## config.mk

```make
export PLATFORM = sky130hd
export DESIGN_NAME = alu_pipe
export DESIGN_NICKNAME = d
export VERILOG_FILES = /design/src/rtl/alu_pkg.sv /design/src/rtl/alu_mul_seq.sv /design/src/rtl/alu_pipe.sv
export SDC_FILE = /design/constraint.sdc
export NUM_CORES = 1
export LEC_CHECK = 0
export ABC_AREA = 1
export BUFFER_PORTS_ARGS = -buffer_cell sky130_fd_sc_hd__buf_2
export CELL_PAD_IN_SITES_DETAIL_PLACEMENT = 0
export CELL_PAD_IN_SITES_GLOBAL_PLACEMENT = 1
export CORE_MARGIN = 1
export CORE_UTILIZATION = 30
export DETAILED_ROUTE_END_ITERATION = 10
export PLACE_DENSITY = 0.6
export SETUP_SLACK_MARGIN = 0.15
export SLEW_MARGIN = 20
export SYNTH_ARGS = -nofsm -noshare
export SYNTH_HDL_FRONTEND = slang
export SYNTH_SLANG_ARGS = --single-unit
export TNS_END_PERCENT = 5
```

## constraint.sdc

```tcl
create_clock -name clk -period 2.2 [get_ports clk]
set_input_delay 0.11 -clock clk [delete_from_list [all_inputs] [get_ports clk]]
set_output_delay 0.11 -clock clk [all_outputs]
set_load 0.01 [all_outputs]
```

## src/rtl/alu_pkg.sv

```systemverilog
// Shared types for the pipelined ALU: opcodes, status flags and control states.
package alu_pkg;

    typedef enum logic [3:0] {
        OP_ADD  = 4'd0,
        OP_SUB  = 4'd1,
        OP_SLL  = 4'd2,
        OP_SRL  = 4'd3,
        OP_AND  = 4'd4,
        OP_OR   = 4'd5,
        OP_XOR  = 4'd6,
        OP_EQL  = 4'd7,
        OP_SRA  = 4'd8,
        OP_SLT  = 4'd9,
        OP_SLTU = 4'd10,
        OP_MUL  = 4'd11
    } alu_op_e;

    typedef struct packed {
        logic zero;
        logic neg;
        logic carry;
        logic ovf;
    } alu_flags_t;

    typedef enum logic {
        IDLE = 1'b0,
        MUL  = 1'b1
    } alu_state_e;

    // Codes 12..15 have no operation behind them and raise the error output.
    function automatic logic isReservedOp(input logic [3:0] op);
        return (op >= 4'd12);
    endfunction

endpackage

```

## src/rtl/alu_mul_seq.sv

```systemverilog
// Iterative shift-add multiplier: one partial product per step, final sum presented
// combinationally on the last step so the top can register it without an extra cycle.
module alu_mul_seq #(
    parameter int WIDTH = 8
) (
    input  logic             clk,
    input  logic             reset,
    input  logic             start_i,
    input  logic [WIDTH-1:0] a_i,
    input  logic [WIDTH-1:0] b_i,
    input  logic             step_i,
    output logic             done_o,
    output logic [WIDTH-1:0] product_lo_o,
    output logic             hi_nonzero_o
);
    import alu_pkg::*;

    localparam int CNT_W = $clog2(WIDTH) + 1;

    logic [2*WIDTH-1:0] mcand_q;
    logic [WIDTH-1:0]   mplier_q;
    logic [2*WIDTH-1:0] acc_q;
    logic [CNT_W-1:0]   cnt_q;
    logic [2*WIDTH-1:0] addend;
    logic [2*WIDTH-1:0] accSum;

    assign addend       = mplier_q[0] ? mcand_q : '0;
    assign accSum       = acc_q + addend;
    assign done_o       = (cnt_q == CNT_W'(1));
    assign product_lo_o = accSum[WIDTH-1:0];
    assign hi_nonzero_o = |accSum[2*WIDTH-1:WIDTH];

    // Load operands on start, then fold in one multiplier bit per step until the last
    // bit remains; the last bit is added combinationally so the accumulator freezes there.
    always_ff @(posedge clk) begin
        if (reset) begin
            mcand_q  <= '0;
            mplier_q <= '0;
            acc_q    <= '0;
            cnt_q    <= '0;
        end else if (start_i) begin
            mcand_q  <= {{WIDTH{1'b0}}, a_i};
            mplier_q <= b_i;
            acc_q    <= '0;
            cnt_q    <= CNT_W'(WIDTH);
        end else if (step_i && (cnt_q > CNT_W'(1))) begin
            acc_q    <= accSum;
            mcand_q  <= mcand_q << 1;
            mplier_q <= mplier_q >> 1;
            cnt_q    <= cnt_q - CNT_W'(1);
        end
    end

endmodule

```

## src/rtl/alu_pipe.sv

```systemverilog
// Registered ALU with valid/ready on both sides; single-cycle ops stream at full rate,
// MUL runs through the iterative multiplier and blocks new issue until it retires.
module alu_pipe #(
    parameter int WIDTH = 8,
    parameter int TAG_W = 4
) (
    input  logic             clk,
    input  logic             reset,
    input  logic             in_valid_i,
    output logic             in_ready_o,
    input  logic [WIDTH-1:0] a_i,
    input  logic [WIDTH-1:0] b_i,
    input  logic [3:0]       op_i,
    input  logic [TAG_W-1:0] tag_i,
    output logic             out_valid_o,
    input  logic             out_ready_i,
    output logic [WIDTH-1:0] alu_o,
    output logic [TAG_W-1:0] tag_o,
    output logic [3:0]       flags_o,
    output logic             err_o
);
    import alu_pkg::*;

    localparam int SHIFT_W = $clog2(WIDTH);

    alu_state_e       state_q, state_d;
    logic             outValid_q;
    logic [WIDTH-1:0] aluOut_q;
    logic [TAG_W-1:0] tagOut_q;
    alu_flags_t       flagsOut_q;
    logic             errOut_q;
    logic [TAG_W-1:0] mulTag_q;

    logic             slotFree;
    logic             accept;
    logic             mulStart;
    logic             loadSingle;
    logic             mulFinish;
    logic             mulDone;
    logic [WIDTH-1:0] mulLo;
    logic             mulHiNz;

    logic [WIDTH:0]   sum;
    logic [WIDTH:0]   diff;
    logic [SHIFT_W-1:0] shamt;
    logic [WIDTH-1:0] opResult;
    logic             opCarry;
    logic             opOvf;
    logic             opErr;
    alu_flags_t       opFlags;

    assign slotFree   = !outValid_q || out_ready_i;
    assign in_ready_o = (state_q == IDLE) && slotFree;
    assign accept     = in_valid_i && in_ready_o;
    assign mulStart   = accept && (op_i == OP_MUL);
    assign loadSingle = accept && (op_i != OP_MUL);
    assign mulFinish  = (state_q == MUL) && mulDone && slotFree;

    assign sum   = {1'b0, a_i} + {1'b0, b_i};
    assign diff  = {1'b0, a_i} - {1'b0, b_i};
    assign shamt = b_i[SHIFT_W-1:0];

    alu_mul_seq #(.WIDTH(WIDTH)) u_mul (
        .clk          (clk),
        .reset        (reset),
        .start_i      (mulStart),
        .a_i          (a_i),
        .b_i          (b_i),
        .step_i       (state_q == MUL),
        .done_o       (mulDone),
        .product_lo_o (mulLo),
        .hi_nonzero_o (mulHiNz)
    );

    // Single-cycle result and carry/overflow selection; reserved codes yield zero and an error.
    always_comb begin
        opResult = '0;
        opCarry  = 1'b0;
        opOvf    = 1'b0;
        opErr    = 1'b0;
        case (op_i)
            OP_ADD: begin
                opResult = sum[WIDTH-1:0];
                opCarry  = sum[WIDTH];
                opOvf    = (a_i[WIDTH-1] == b_i[WIDTH-1]) && (sum[WIDTH-1] != a_i[WIDTH-1]);
            end
            OP_SUB: begin
                opResult = diff[WIDTH-1:0];
                opCarry  = (a_i < b_i);
                opOvf    = (a_i[WIDTH-1] != b_i[WIDTH-1]) && (diff[WIDTH-1] != a_i[WIDTH-1]);
            end
            OP_SLL:  opResult = a_i << shamt;
            OP_SRL:  opResult = a_i >> shamt;
            OP_AND:  opResult = a_i & b_i;
            OP_OR:   opResult = a_i | b_i;
            OP_XOR:  opResult = a_i ^ b_i;
            OP_EQL:  opResult = {{(WIDTH-1){1'b0}}, (a_i == b_i)};
            OP_SRA:  opResult = WIDTH'($signed(a_i) >>> shamt);
            OP_SLT:  opResult = {{(WIDTH-1){1'b0}}, ($signed(a_i) < $signed(b_i))};
            OP_SLTU: opResult = {{(WIDTH-1){1'b0}}, (a_i < b_i)};
            default: opErr    = isReservedOp(op_i);
        endcase
        opFlags.zero  = (opResult == '0) && !opErr;
        opFlags.neg   = opResult[WIDTH-1];
        opFlags.carry = opCarry;
        opFlags.ovf   = opOvf;
    end

    // Control state register.
    always_ff @(posedge clk) begin
        if (reset) begin
            state_q <= IDLE;
        end else begin
            state_q <= state_d;
        end
    end

    // Enter MUL on an accepted multiply, leave once the product can be written out.
    always_comb begin
        state_d = state_q;
        case (state_q)
            IDLE:    if (mulStart)  state_d = MUL;
            MUL:     if (mulFinish) state_d = IDLE;
            default: state_d = IDLE;
        endcase
    end

    // Tag of the multiply in flight, returned when its product retires.
    always_ff @(posedge clk) begin
        if (reset) begin
            mulTag_q <= '0;
        end else if (mulStart) begin
            mulTag_q <= tag_i;
        end
    end

    // Output slot: load a new result when one is ready, drop valid once consumed,
    // otherwise hold everything stable under back-pressure.
    always_ff @(posedge clk) begin
        if (reset) begin
            outValid_q <= 1'b0;
            aluOut_q   <= '0;
            tagOut_q   <= '0;
            flagsOut_q <= '0;
            errOut_q   <= 1'b0;
        end else if (loadSingle) begin
            outValid_q <= 1'b1;
            aluOut_q   <= opResult;
            tagOut_q   <= tag_i;
            flagsOut_q <= opFlags;
            errOut_q   <= opErr;
        end else if (mulFinish) begin
            outValid_q <= 1'b1;
            aluOut_q   <= mulLo;
            tagOut_q   <= mulTag_q;
            flagsOut_q <= '{zero: (mulLo == '0), neg: mulLo[WIDTH-1], carry: 1'b0, ovf: mulHiNz};
            errOut_q   <= 1'b0;
        end else if (out_ready_i) begin
            outValid_q <= 1'b0;
        end
    end

    assign out_valid_o = outValid_q;
    assign alu_o       = aluOut_q;
    assign tag_o       = tagOut_q;
    assign flags_o     = flagsOut_q;
    assign err_o       = errOut_q;

endmodule

```

# Yosys cells after proc, flatten, opt, wreduce, memory -nomap -nowiden
# Index checks and enable logic that the tools add are counted.
dict set report totals {
  input_bits 28
  elab_cells 96
  ff_bits 67
}
dict set report op_classes {
  n_mux 25
  n_shift 3
  reduce_logical 22
  n_addsub 4
  n_lt_le_gt_ge 4
  n_bitwise 4
  eq_ne 18
}
# op n
set op_table {}
lappend op_table {{8-bit one-hot mux with 11 select lines} 1}
lappend op_table {{8-bit 2-to-1 mux} 6}
lappend op_table {{4-bit 2-to-1 mux} 6}
lappend op_table {{16-bit adder} 1}
lappend op_table {{4-bit by 3-bit == test with 1-bit output (second input constant)} 4}
lappend op_table {{4-bit == test (second input constant)} 4}
lappend op_table {{8-bit logical NOT} 2}
lappend op_table {{8-bit < comparator} 2}
lappend op_table {{16-bit 2-to-1 mux} 1}
lappend op_table {{11-bit OR reduction} 1}
lappend op_table {{1-bit logical AND} 10}
lappend op_table {{8-bit by 8-bit adder with 9-bit output} 1}
lappend op_table {{8-bit AND} 1}
lappend op_table {{4-bit by 1-bit == test with 1-bit output (second input constant)} 2}
lappend op_table {{4-bit by 2-bit == test with 1-bit output (second input constant)} 2}
lappend op_table {{8-bit == test} 1}
lappend op_table {{1-bit 2-to-1 mux} 8}
lappend op_table {{8-bit bitwise OR} 1}
lappend op_table {{8-bit OR reduction} 1}
lappend op_table {{8-bit by 3-bit << shifter with 8-bit output} 1}
lappend op_table {{8-bit by 3-bit >> shifter with 8-bit output} 1}
lappend op_table {{8-bit by 3-bit >>> shifter with 8-bit output} 1}
lappend op_table {{8-bit subtractor} 1}
lappend op_table {{8-bit XOR} 1}
lappend op_table {{other kinds (14)} 20}

# Depth between registers and ports, before layout
dict set report depth {
  word_depth 7
  depth_mapped 21
}

# Modules after synthesis
# From an unflattened synthesis, not the netlist that was laid out.
dict set report hier_totals {
  hier_cells 989
  area_unflattened_um2 5814.3
}
# module n_inst area_per_inst_um2 cells_each
set by_module_without_submodules {}
lappend by_module_without_submodules {alu_mul_seq 1 2919.0 460}
lappend by_module_without_submodules {alu_pipe 1 2895.3 529}

# Least setup slack after synthesis
# No wires, ideal clock.
dict set report synth_timing {
  kind {reg2reg}
  startpoint {register u_mul.mplier_q[0]}
  endpoint {register flagsOut_q, in the netlist flags_o[0]}
  path_slack_ns -0.047
  arrival_time_ns 2.138
  period_less_slack_ns 2.247
  stages_incl_launch_ff 20
  setup_time_ns 0.109
  path_cell_list {dfxtp_1 > clkbuf_1 > clkbuf_1 > nand2_1 > inv_1 > ha_1 > nand2_1 > inv_1 > a21oi_1 > inv_1 > nand2_1 > nand3_1 > nand2_1 > nand2_1 > nor2_1 > nand3_1 > nand2_1 > nand3_1 > nand2_1 > inv_1}
}
dict set report synth_via {
  elab_chain_len 5
}
# item line
set synth_lines {}
lappend synth_lines {{start, declared} alu_mul_seq.sv:21} ;# logic [WIDTH-1:0] mplier_q;
lappend synth_lines {{start signal, assigned} alu_mul_seq.sv:43} ;# mplier_q <= b_i;
lappend synth_lines {{start signal, assigned} alu_mul_seq.sv:49} ;# mplier_q <= mplier_q >> 1;
lappend synth_lines {{16-bit 2-to-1 mux} alu_mul_seq.sv:27} ;# assign addend = mplier_q[0] ? mcand_q : '0;
lappend synth_lines {{16-bit adder} alu_mul_seq.sv:28} ;# assign accSum = acc_q + addend;
lappend synth_lines {{8-bit OR reduction} alu_mul_seq.sv:31} ;# assign hi_nonzero_o = |accSum[2*WIDTH-1:WIDTH];
lappend synth_lines {{4-bit 2-to-1 mux} alu_pipe.sv:152} ;# end else if (mulFinish) begin
lappend synth_lines {{4-bit 2-to-1 mux} alu_pipe.sv:146} ;# end else if (loadSingle) begin
lappend synth_lines {{end signal, assigned} alu_pipe.sv:150} ;# flagsOut_q <= opFlags;
lappend synth_lines {{end signal, assigned} alu_pipe.sv:156} ;# flagsOut_q <= '{zero: (mulLo == '0), neg: mulLo[WIDTH-1], carry: 1'b0, ovf: mulHiNz};
lappend synth_lines {{end, declared} alu_pipe.sv:30} ;# alu_flags_t flagsOut_q;
# No other way between the ends. The select of a mux whose other input is x is not followed.
# A chain may end at the register's enable or synchronous reset.

# Worst setup path after layout
# Ends and elaborated chain as after synthesis.

==> results.yml <==
global_routing:
  grt_use_total_pct: 20.2
  grt_start_max_net_pins: 31
  grt_overflow: 0
  antenna_found_initial: 0
  grt_pass1_wl_um: 30700
  grt_pass1_vias: 5706
timing:
  period_share_pct: 99.7
  clock.fmax_ghz: 0.456
  grt_setup_unrepaired: "yes"
  worst_slew_pin_slew_ns: 0.668
  maxSlewViolCount: 0
  relSlewSlack_pct: 55.4
  setup_viol: 0
  finalHoldViolations: 0
  finalClockSkew_ns: 0.0108
  fin_crit_ns: 2.19
cells_and_area:
  diodes: 0
  syn_to_final_growth_pct: 25.8
  final_common_cell: "nand2_1"
  drive_above_1_share_pct: 18.4
  final_area_um2: 7150
  final_util_pct: 39.2
  layout.nets: 1136
  layout_common_cells: "316 x nand2_1, 127 x inv_1, 90 x nor2_1"
setup_path:
  cp_max_fo: 4
  cpLargestDelayFamily: "simple AND/OR/NAND/NOR gates"
  cp_cell_sequence: "nand2_1, inv_1, ha_2, inv_2, fa_2, inv_2, nand3_2, nand2_2, nand4_1, buf_4, nand3_1, nand2_1, nand2_2, nor2_2, nand3_1, nand2_1, nand3_1, nand2_1, inv_1"
  cp_common_cell: "nand2_1"
  r2r_end: "flags_o[0]$_SDFFE_PP0P_"
  crit_type: "flip-flop to flip-flop"
  cp.buffers_inverters: 5
  required_ns: 2.50
  cp.arrival_ns: 2.49
  rr_worst_depth: 19
  reg2reg_from: "u_mul.mplier_q[0]$_SDFFE_PP0P_"
  setup.worst_path.end_class: "flip-flop"
  reg2reg_slack_ns: 0.006
  cp-start-kind: "flip-flop"
  slowest_delay_ns: 0.41
  critical-path-slowest-cell: "fa_2"
pwr:
  power.density_nw_per_um2: 507
  ir_worst_vdd_mv: 0.311
  cellLeakagePower_nw: 3.71
logic_synthesis:
  synth_fa_ha_area_share_pct: 10.5
  ys.warnings.count: 0
  synth_compound_area_share_pct: 11.4
  avgSynthCellArea_um2: 5.87
  ys_types: 39
  synthMuxAreaShare_pct: 0
  synth_top_cells_by_area: "dfxtp_1 23%, nand2_1 22%, ha_1 9.5%"
  yosysTopAreaCellShare_pct: 23.2
  synth_top_family_by_area: "simple AND/OR/NAND/NOR gates"
  synth-seq-area-share_pct: 23.2
  synth_xor_area_share_pct: 1.39
  synth-simple-area-share_pct: 40.8
  synth_edf_count: 0
  yosysTopAreaCell: "dfxtp_1"
  syn_nets: 1043
  synth_area_um2: 5690
  ys_async_sr_fraction_pct: 0
  ys_ff_latch: 66
  ys.flop_type: "dfxtp_1"
  syn_inst: 969
clock_network:
  clock_latency_ns: 0.34
  clock_sinks: 66
  cts_made_buffers: 9
  path_clk_slew_ns: 0.07
  cts_root_buf: "clkbuf_16"
  cts_tree: "yes"
  cts_max_path_buffers: 2
  cts-htree-levels: 3
hold_path:
  hold_class: "primary input to flip-flop"
  holdCritStartpoint: "tag_i[3]"
  holdPathEnd: "mulTag_q[3]$_SDFFE_PP0P_"
  hold_depth: 3
placement:
  portBuffers: 46
  dp_hpwl_um: 15700
  dpl-instance-area_um2: 6580
  gp_congestion: 0.883
floorplan:
  boundaryPins: 47
  fp-row-count: 49
  core_area_um2: 18300
  initial_core_util_pct: 31.1
  die-area_um2: 19500
  die_h_um: 140
  die_w_um: 140
routing:
  totalWireLength_um: 19600
  routed_via_density: 4.75
  drt_iter0_drc: 447
  dr.pass1.iters: 6
  routed-via-count: 6156
  drc: 0
  ant_nets: 0
  detail_route.wl_per_cell_um: 15.1
status:
  status: "finished clean"
run:
  max_cap_violations: 0
[report_power, final]
| group | total, mW | switching [mW] | internal [mW] | leakage, nW |
|---|---|---|---|---|
| sequential | 1.24 | 0.0149 | 1.22 | 0.535 |
| combinational | 0.680 | 0.429 | 0.251 | 3.01 |
| clock | 1.71 | 0.605 | 1.11 | 0.162 |
[stage by stage]
stage / TNS (ns) / setup WS, ns / hold WS [ns] / std cells / power, mW
2_1_floorplan: 0 / 0.147 / 0.245 / 969 / 1.66
3_3_place_gp: -0.0725 / -0.0725 / 0.322 / 1276 / 1.95
3_5_place_dp: -0.0689 / -0.0518 / 0.324 / 1276 / 1.94
4_1_cts: 0 / 0.0351 / 0.00441 / 1292 / 3.65
5_1_grt: -0.538 / -0.202 / 0.0326 / 1295 / 3.78
6_report: 0 / 0.00574 / 0.0116 / 1295 / 3.63
[flip-flops by register name, indices dropped and copies added (netlist names)]
register,flops
alu_o,8
err_o,1
flags_o,3
mulTag_q,4
out_valid_o,1
state_q,1
tag_o,4
u_mul.acc_q,16
u_mul.cnt_q,4
u_mul.mcand_q,16
u_mul.mplier_q,8
[synthesized netlist by cell type, types with 2 or more instances]
| cell type | n |
|---|---|
| xor2_1 | 5 |
| o21ai_0 | 39 |
| nor2_2 | 5 |
| o211ai_1 | 7 |
| a21oi_1 | 37 |
| clkbuf_1 | 13 |
| nand3_1 | 89 |
| inv_1 | 132 |
| a31oi_1 | 19 |
| o21bai_1 | 2 |
| inv_2 | 9 |
| nand3b_1 | 7 |
| nand2_2 | 2 |
| nand2_1 | 328 |
| fa_1 | 3 |
| buf_2 | 12 |
| nor3b_1 | 2 |
| ha_1 | 43 |
| buf_4 | 8 |
| nor2_1 | 94 |
| nand4_1 | 14 |
| and2_1 | 2 |
| a221oi_1 | 2 |
| xnor2_1 | 4 |
| o22ai_1 | 3 |
| dfxtp_1 | 66 |
| nor3_1 | 10 |
[cell type report]
class	instances	area, um2
Clock buffer	9	225
Clock inverter	6	115
Fill cell	2047	11100
Inverter	142	536
Multi-Input combinational cell	726	3890
Sequential cell	66	1320
Tap cell	229	287
Timing Repair Buffer	117	778
[worst max-delay path by stage]
stage	start	endpoint	slack [ns]	cells past startpoint
finish	u_mul.mplier_q[0]$_SDFFE_PP0P_	flags_o[0]$_SDFFE_PP0P_	0.006	19
global route	u_mul.mplier_q[0]$_SDFFE_PP0P_	flags_o[0]$_SDFFE_PP0P_	-0.20	17
CTS	u_mul.mplier_q[0]$_SDFFE_PP0P_	flags_o[0]$_SDFFE_PP0P_	0.04	19
detailed placement	u_mul.mplier_q[0]$_SDFFE_PP0P_	flags_o[0]$_SDFFE_PP0P_	-0.05	18
global placement	u_mul.mplier_q[0]$_SDFFE_PP0P_	flags_o[0]$_SDFFE_PP0P_	-0.07	18
floorplan	u_mul.mplier_q[0]$_SDFFE_PP0P_	flags_o[0]$_SDFFE_PP0P_	0.15	20
[worst register-to-register path, delay by kind of cell, from the launching register on]
family                   cells  cell delay [ns]
AND/OR/NAND/NOR             12             0.84
adder cells (fa/ha/maj)      2             0.59
buffers and inverters        5             0.38
flip-flops                   1             0.35
[per-layer routing]
metal  vias to the layer above  track usage [%]  wire, um  share of wire, %
li1                       3270                -         -                 -
met1                      2758             29.7     10400                53
met2                       113             30.9      8410                43
met3                        15             2.34       577               2.9
met4                         0             5.38       243               1.2
met5                         -                0         0                 0
[kinds of logic after synthesis]
| family | Yosys count |
|---|---|
| and+or+nand+nor | 556 |
| xor gates and xnor gates | 9 |
| buffers and inverters | 177 |
| DFF | 66 |
| adders and majority gates | 46 |
| AOI/OAI and AO/OA | 115 |
[what timing repair did]
| action | in CTS | in global routing |
|---|---|---|
| hold buffers | 1 | 0 |
| setup buffers | 0 | 3 |
| resized for setup | 8 | 33 |
| pin swaps | 1 | 15 |
| hold endpoints to repair | 1 | 0 |
| endpoints found under the setup margin | 11 | 17 |
Power figures use the tool's default switching activity.
